<file path="src/rtl/arbtst_shared_server.sv">
// Two-client round-robin arbiter in front of a single-operation compute unit.
// Serves one request at a time: grant/capture, compute, then return the result with a done pulse.
module arbtst_shared_server #(
    parameter int WIDTH = 4,
    parameter int OP    = 0,
    parameter int CNTW  = 8
) (
    input  logic             clk,
    input  logic             reset,
    input  logic             req0,
    input  logic [WIDTH-1:0] a0,
    input  logic [WIDTH-1:0] b0,
    input  logic             req1,
    input  logic [WIDTH-1:0] a1,
    input  logic [WIDTH-1:0] b1,
    output logic             gnt0,
    output logic             gnt1,
    output logic [WIDTH-1:0] y0,
    output logic [WIDTH-1:0] y1,
    output logic             done0,
    output logic             done1,
    output logic             busy,
    output logic [CNTW-1:0]  served,
    output logic [1:0]       dbg_state
);

    typedef enum logic [1:0] {
        S_IDLE = 2'd0,
        S_EXEC = 2'd1,
        S_RESP = 2'd2
    } state_t;

    state_t           r_state;
    logic [WIDTH-1:0] r_a;
    logic [WIDTH-1:0] r_b;
    logic             r_sel;
    logic             r_last;
    logic             r_gnt0;
    logic             r_gnt1;
    logic             r_done0;
    logic             r_done1;
    logic [WIDTH-1:0] r_y0;
    logic [WIDTH-1:0] r_y1;
    logic             r_busy;
    logic [CNTW-1:0]  r_served;

    logic             w_pick1;
    logic [WIDTH-1:0] w_result;

    // Handshake: reqN is a level held with aN/bN until gntN pulses; operands are
    // sampled only at IDLE edges, and a req still high at the next IDLE edge is a new request.
    // On a tie the client that was not served last wins; r_last resets to 1 so client 0 wins first.
    assign w_pick1 = req1 && (!req0 || !r_last);

    always_comb begin
        w_result = r_a + r_b;
        case (OP)
            1:       w_result = r_a - r_b;
            2:       w_result = r_a ^ r_b;
            default: w_result = r_a + r_b;
        endcase
    end

    always_ff @(posedge clk or negedge reset) begin
        if (!reset) begin
            r_state  <= S_IDLE;
            r_a      <= '0;
            r_b      <= '0;
            r_sel    <= 1'b0;
            r_last   <= 1'b1;
            r_gnt0   <= 1'b0;
            r_gnt1   <= 1'b0;
            r_done0  <= 1'b0;
            r_done1  <= 1'b0;
            r_y0     <= '0;
            r_y1     <= '0;
            r_busy   <= 1'b0;
            r_served <= '0;
        end else begin
            case (r_state)
                S_IDLE: begin
                    if (req0 || req1) begin
                        r_sel   <= w_pick1;
                        r_a     <= w_pick1 ? a1 : a0;
                        r_b     <= w_pick1 ? b1 : b0;
                        r_gnt0  <= !w_pick1;
                        r_gnt1  <= w_pick1;
                        r_busy  <= 1'b1;
                        r_state <= S_EXEC;
                    end
                end
                S_EXEC: begin
                    r_gnt0 <= 1'b0;
                    r_gnt1 <= 1'b0;
                    if (r_sel) begin
                        r_y1    <= w_result;
                        r_done1 <= 1'b1;
                    end else begin
                        r_y0    <= w_result;
                        r_done0 <= 1'b1;
                    end
                    r_state <= S_RESP;
                end
                S_RESP: begin
                    r_done0  <= 1'b0;
                    r_done1  <= 1'b0;
                    r_last   <= r_sel;
                    r_served <= r_served + CNTW'(1);
                    r_busy   <= 1'b0;
                    r_state  <= S_IDLE;
                end
                default: begin
                    r_gnt0  <= 1'b0;
                    r_gnt1  <= 1'b0;
                    r_done0 <= 1'b0;
                    r_done1 <= 1'b0;
                    r_busy  <= 1'b0;
                    r_state <= S_IDLE;
                end
            endcase
        end
    end

    assign gnt0      = r_gnt0;
    assign gnt1      = r_gnt1;
    assign done0     = r_done0;
    assign done1     = r_done1;
    assign y0        = r_y0;
    assign y1        = r_y1;
    assign busy      = r_busy;
    assign served    = r_served;
    assign dbg_state = r_state;

endmodule

</file>
<file path="config.mk">
export PLATFORM = sky130hd
export DESIGN_NAME = arbtst_shared_server
export DESIGN_NICKNAME = d
export VERILOG_FILES = /design/src/rtl/arbtst_shared_server.sv
export SDC_FILE = /design/constraint.sdc
export NUM_CORES = 1
export LEC_CHECK = 0
export ABC_AREA = 1
export CAP_MARGIN = 15
export CORE_MARGIN = 1
export CORE_UTILIZATION = 48
export DETAILED_ROUTE_END_ITERATION = 12
export PLACE_DENSITY = 0.83
export SETUP_SLACK_MARGIN = 0.3
export SKIP_LAST_GASP = 1
export SLEW_MARGIN = 20
export SYNTH_ARGS = -nofsm -noshare
export SYNTH_HDL_FRONTEND = slang
export SYNTH_SLANG_ARGS = --single-unit
</file>
<file path="constraint.sdc">
create_clock -name clk -period 1.5 [get_ports clk]
set_clock_uncertainty 0.05 [all_clocks]
set_input_delay 0.3 -clock clk [delete_from_list [all_inputs] [get_ports clk]]
set_output_delay 0.3 -clock clk [all_outputs]
set_load 0.1 [all_outputs]
</file>
* Word-level counts from Yosys, hierarchy flattened *
Index checks and enable logic that the tools add are counted.

cells by class
  add/sub/neg operators = 2
  equal/unequal tests = 5
  multiplexer cells = 14
  bitwise operators = 4
  reduce and logical (&&, ||, !) cells = 14

operator list
  kind                                                              number
  2-bit AND reduction                                               7
  1-bit one-hot mux with 2 select lines                             5
  8-bit by 1-bit adder with 8-bit output (second input constant)    1
  4-bit 2-to-1 mux                                                  2
  2-bit inequality test (second input constant)                     3
  1-bit 2-to-1 mux                                                  5
  4-bit adder                                                       1
  1-bit inverter                                                    4
  2-bit one-hot mux with 2 select lines                             1
  1-bit logical NOT                                                 3
  2-bit by 1-bit == test with 1-bit output (second input constant)  1
  2-bit == test (second input constant)                             1
  2-bit logical NOT                                                 1
  1-bit logical OR                                                  2
  2-bit 2-to-1 mux                                                  1
  1-bit logical AND                                                 1

storage, ports and cells
  bits in registers = 33
  logic and storage cells = 52

* Logic depth before layout (Yosys ltp) *
Gate-level depths: netlist of run 1.

  depth in word-level cells = 6
  depth in mapped cells = 8
  depth with buffers taken out = 8

* Least setup slack after synthesis of run 1 *
No wires, ideal clock.

  kind = reg-to-reg
  from = reg r_state[0] (netlist: dbg_state[0])
  to = reg r_served[4] (netlist: served[4])
  arrival time = 1.696 ns
  slack = -0.405 ns
  cell stages (with the launch flop) = 7
  cell sequence = dfrtp_1 > inv_1 > nand2_4 > clkinv_2 > nand2_4 > nor2_8 > xor2_2

on the way
  word-level cells in the longest chain between the ends = 1

ends and longest elaborated chain
  element                 RTL line  source
  start, declared         33        state_t r_state;
  start signal, assigned  66        r_state <= S_IDLE;
  start signal, assigned  89        r_state <= S_EXEC;
  start signal, assigned  102       r_state <= S_RESP;
  2-bit == test           80        case (r_state)
  end signal, assigned    108       r_served <= r_served + CNTW'(1);
  end, declared           45        logic [CNTW-1:0] r_served;

No other way between the ends.
A chain may end at the register's enable or synchronous reset.

* Final worst setup path of run 1 *
  from = reg r_state[0] (netlist: dbg_state[0])
  to = reg r_b[3]

on the way
  word-level cells in the longest chain between the ends = 2

ends and longest elaborated chain
  element                               RTL line  source
  2-bit logical NOT                     80
  2-bit AND reduction (no source line)  n/a
  end signal, assigned                  85        r_b <= w_pick1 ? b1 : b0;
  end, declared                         35        logic [WIDTH-1:0] r_b;

No other way between the ends.

==> metrics, run 1 <==
Placement Rows 20; clock root cell clkbuf_4; total placed cells including tap cells 266; Yosys cell types 27; global route total overflow 0; area delta synth->final 89.3%; fraction of post-synthesis cell area in the top cell type by area 49.8%; count of placed standard cells in the final layout, fillers left out 307; number of nets in the layout 287; category of the critical setup timing path register to register; number of clock buffers inserted by TritonCTS 5; final setup violation count 3; Mapped Nets 203; via count of the first global-routing pass 1,678; first-iteration detailed-routing DRC count 134; fin util 98.0%; synthesis warning total 0; cells taking the most area after synthesis dfrtp_1 50%, nand2_1 18%, nand3_1 3.7%; TritonCTS clock tree yes; violations in the final reports setup timing; count of endpoints failing hold in the final timing report 0; Synth Register Bits 33; status finished with violations; critical path launch point type register; clock period minus worst slack 1560 ps; number of max-capacitance violations reported 0; worst slack on hold paths 239 ps; Tightest Pin Transition 353 ps; count of boundary I/O pins 43; commonest register cell after synthesis dfrtp_1; tightest slew margin relative to the limit 76.3%; global placement routability congestion 0.689; setup slack after layout -56.2 ps; Tcrit/Tclk final 104%; critical path fanouts, max 8; layout cells sized above 1 60.8%; initial core utilization 51.8%; Placement Setup Slack -102 ps; number of antenna violations at the first check in global routing 0; category of the worst setup path capture point register; remaining design rule violation count 0; area occupied by registers 878 um^2; Via Count 1,825; number of hold buffers added after cts 0; Core Region 3100 um^2; maximum number of pins on one net before global-route repair 34; DIE AREA 3580 um^2; maximum buffer depth of the clock tree 2; wire per inst 25.1 um; achievable clock frequency 643 MHz; port buffer count 42; fin. max-slew vios 0; part of the Yosys area used for sequential elements 51.5%; detailed-placement wirelength estimate 2720 um; most numerous cell types in the synthesized netlist 77 x nand2_1, 32 x dfrtp_1, 12 x nand3_1; sum of routed wire length over all layers 7700 um; sink count of the clock tree 33; setup repair after global routing missed its margin true; Mapped Cells 178; worst path arrival time 1810 ps; detailed-router iteration count before antenna repair 5; library cell occupying the most area in the post-synthesis netlist dfrtp_1; die extent in x 59.9 um; die height 59.9 um; H-tree lvl count 2; Reg2Reg Launch Point dbg_state[0]; vias per cell 5.94; number of flops mapped to enable cells by yosys 0; post-route antenna net violation count 0; mean instance size in the synthesized netlist 9.03 um^2; FF-to-FF End r_b[3]; Worst Reg-to-Reg Cells 5; Worst-Skew Late Latency 360 ps; required time worst endpoint 1750 ps; overall fraction of global-route tracks in use 32.2%; final-layout fill cell count 37; clk slew on worst S/H paths 120 ps; Multi-input gate area 952 um^2; worst hold-check path type input port to async pin; first-pass GRT wire length 8200 um; reg2reg setup slack -60 ps; most instantiated library cell after synthesis nand2_1; Synth async-reset ratio 100%; # diodes 0; synthesized area 1610 um^2
## sequential cells by signal, indices dropped and copies added (netlist names), 2 cells and up
| name | flops |
|---|---|
| dbg_state | 2 |
| y1 | 4 |
| served | 8 |
| y0 | 4 |
| r_b | 4 |
| r_a | 4 |
## area by class of cell
cell class | count | share of cell area (%)
Inverter | 16 | 2.71
Timing Repair Buffer | 77 | 32.5
Clock buffer | 7 | 1.81
Multi-Input combinational cell | 129 | 31.3
Clock inverter | 1 | 0.987
Tap cell | 44 | 1.81
Sequential cell | 33 | 28.9
## logic make-up after synthesis
| kind of cell | after synthesis | synth area share, % |
|---|---|---|
| AND/OR/NAND/NOR | 107 | 31.6 |
| buffers and inverters | 17 | 4.52 |
| adder cells (fa/ha/maj) | 5 | 4.36 |
| flip-flops | 33 | 51.5 |
| XOR/XNOR | 7 | 4.28 |
| AO/OA/AOI/OAI | 9 | 3.74 |
## per-stage QoR
stage          instance area (um^2)  setup TNS [ps]
2_1_floorplan                  1710               0
3_3_place_gp                   2440           -32.3
3_5_place_dp                   2440            -722
4_1_cts                        2770               0
5_1_grt                        3040            -494
6_report                       3040            -107
## placed cells by master, fill, tap and decap left out, drive strengths merged, types with 2 or more instances in the layout
cell           instances
nand3                 12
nor2                  12
dfrtp                 32
clkbuf                 7
nand3b                 2
o21ai                  8
inv                   16
ha                     4
xnor2                  2
nand2                 80
clkdlybuf4s50         18
buf                   58
xor2                   5
## layer usage
| metal | track usage (%) | share of wire, % | vias up |
|---|---|---|---|
| met5 | 0 | 0 | - |
| li1 | - | - | 724 |
| met3 | 7.36 | 9.6 | 61 |
| met1 | 39.2 | 35 | 868 |
| met2 | 54.6 | 48 | 172 |
| met4 | 13.6 | 7.7 | 0 |
## worst max-delay path by stage
stage,from,end,depth (start not counted)
floorplan,dbg_state[0],served[6],8
finish,dbg_state[0],r_b[3],5
detailed placement,req0,r_b[2],7
global route,dbg_state[1],y0[2],7
CTS,dbg_state[1],dbg_state[1],1
global placement,req0,r_a[1],7
## critical path, stage by stage (launching register included)
cell,delay (ps)
dfrtp_4,550
nor2_4,180
o21ai_4,140
nor2_4,290
nand2_1,180
nand3_1,100
## repair_timing
action,4_1_cts,5_1_grt
pin swaps,32,18
gates cloned,1,0
setup buffers,18,14
gates resized for setup,27,45
endpoints found under the setup margin,44,52
Power of run 1 is left out: the tool's default activity adds up to more than one toggle a clock period on the data nets, which glitch-free logic cannot reach.
==> run 2, diff against run 1 <==
Settings changed: CORE_UTILIZATION 48 to 35, PLACE_DENSITY 0.83 to 0.65.
==> run 2 against run 1 <==
- the run now ends clean
- largest cell class is now sequential cells
- first-iteration DRC count fell by 37%
- worst hold slack improved by 83 ps
- non-clock buffer count fell by 13
- routed wire length fell by 56%
- clock-buffer cell count rose by 1
- register-to-register slack improved by 170 ps
- fmax rose by 13%
==> metrics, run 2 (synthesized netlist as in run 1, its figures left out) <==
initial core utilization 36.6% (-15 points); achievable clock frequency 724 MHz (+13%); Placement Setup Slack -52.4 ps (+49.9 ps); H-tree lvl count 2 (unchanged); layout cells sized above 1 47.2% (-14 points); Core Region 4380 um^2 (+41%); critical path launch point type register; worst path arrival time 1510 ps (-300 ps); Via Count 1,340 (-27%); number of flip-flops under the largest register name 8 (unchanged); wire per inst 11.3 um (-55%); remaining design rule violation count 0 (unchanged); number of antenna violations at the first check in global routing 0 (unchanged); fin. max-slew vios 0 (unchanged); DIE AREA 4870 um^2 (+36%); clk slew on worst S/H paths 70 ps (-50 ps); highest-count cells in the layout ignoring fill and taps 70 x nand2_1, 24 x buf_12, 17 x clkdlybuf4s50_1; final-layout fill cell count 355 (+860%); worst hold-check path type input port to async pin; area delta synth->final 74.7%; Reg2Reg Launch Point r_b[0]; count of endpoints failing hold in the final timing report 0 (unchanged); # diodes 0 (unchanged); Worst-Skew Late Latency 290 ps (-70 ps); status completed; via count of the first global-routing pass 1,200 (-28%); tightest slew margin relative to the limit 76.7% (+0.36 points); maximum buffer depth of the clock tree 2 (unchanged); clock root cell clkbuf_8; reg2reg setup slack 120 ps (+170 ps); Tcrit/Tclk final 92.1% (-12 points); die height 69.8 um (+17%); die extent in x 69.8 um (+17%); port buffer count 42 (unchanged); clock period minus worst slack 1380 ps (-175 ps); detailed-router iteration count before antenna repair 4 (-1); final setup violation count 0 (-3); overall fraction of global-route tracks in use 15.2% (-17 points); number of nets in the layout 274 (-4.5%); number of max-capacitance violations reported 0 (unchanged); setup slack after layout 119 ps (+175 ps); Placement Rows 24 (+20%); setup repair after global routing missed its margin true; required time worst endpoint 1630 ps (-120 ps); vias per cell 4.44 (-25%); category of the worst setup path capture point register; critical path fanouts, max 2 (-6); category of the critical setup timing path register to register; maximum number of pins on one net before global-route repair 34 (unchanged); global placement routability congestion 0.733 (+6.4%); FF-to-FF End y1[2]; TritonCTS clock tree yes; sink count of the clock tree 33 (unchanged); first-iteration detailed-routing DRC count 84 (-37%); Tightest Pin Transition 348 ps (-5.31 ps); number of hold buffers added after cts 0 (unchanged); detailed-placement wirelength estimate 2270 um (-17%); most common library cell in the layout ignoring fill and taps nand2_1; first-pass GRT wire length 5660 um (-31%); Worst Reg-to-Reg Cells 5 (unchanged); sum of routed wire length over all layers 3410 um (-56%); number of clock buffers inserted by TritonCTS 5 (unchanged); post-route antenna net violation count 0 (unchanged); global route total overflow 0 (unchanged); count of boundary I/O pins 43 (unchanged)
==> run 2: final cells by class <==
type / instances / area (um^2) / area share [%]
Multi-Input combinational cell: 129 / 832 / 29.6
Clock buffer: 8 / 90.1 / 3.21
Inverter: 16 / 77.6 / 2.76
Tap cell: 52 / 65.1 / 2.32
Sequential cell: 33 / 878 / 31.3
Timing Repair Buffer: 64 / 863 / 30.8
==> run 2: layer usage <==
metal | vias to the layer above | wire length [um] | GRT usage [%]
li1 | 694 | - | -
met1 | 609 | 1660 | 21.0
met2 | 29 | 1550 | 21.6
met3 | 8 | 117 | 3.92
met4 | 0 | 89 | 8.67
met5 | - | 0 | 0
==> run 2: worst max path at each step <==
| stage | endpoint | slack, ps | startpoint | cells after the start |
|---|---|---|---|---|
| after floorplan | served[6] | 140 | dbg_state[0] | 8 |
| after global placement | r_b[1] | -30 | req0 | 7 |
| after detailed placement | r_a[0] | -50 | req0 | 7 |
| after CTS | y1[1] | 130 | r_b[0] | 4 |
| after global routing | y1[2] | 60 | r_b[0] | 5 |
| final | y1[2] | 120 | r_b[0] | 5 |
==> run 2: worst max-delay path, cell delays in order, from the launching register on <==
cell	delay [ps]
dfrtp_1	390
ha_2	200
fa_2	350
xor2_2	160
nand2_1	80
nand2_1	50
==> run 2: repair_timing <==
item / in CTS / in global routing
endpoints found under the setup margin: 44 / 48
gates cloned: 1 / 0
gates resized for setup: 12 / 19
setup buffers: 11 / 8
pin swaps: 31 / 16
==> run 2: stage by stage <==
step	hold WS [ps]	std cells	instance area (um^2)	util [%]	TNS (ps)
after floorplan	-45.6	178	1710	-	0
after CTS	329	294	2670	60.9	0
after global routing	343	302	2810	64.0	0
final	321	302	2810	64.0	0
after global placement	427	274	2450	56.0	-226
after detailed placement	434	274	2450	56.0	-364
Power of run 2 is left out for the same reason.
==> run 3, diff against run 2 <==
Settings changed: CORE_UTILIZATION 35 to 48, PLACE_DENSITY 0.65 to 0.83.
==> results of run 3 <==
Same layout as run 1: the final DEF is identical, and so are final timing and power.
Power of run 3 is left out for the same reason.
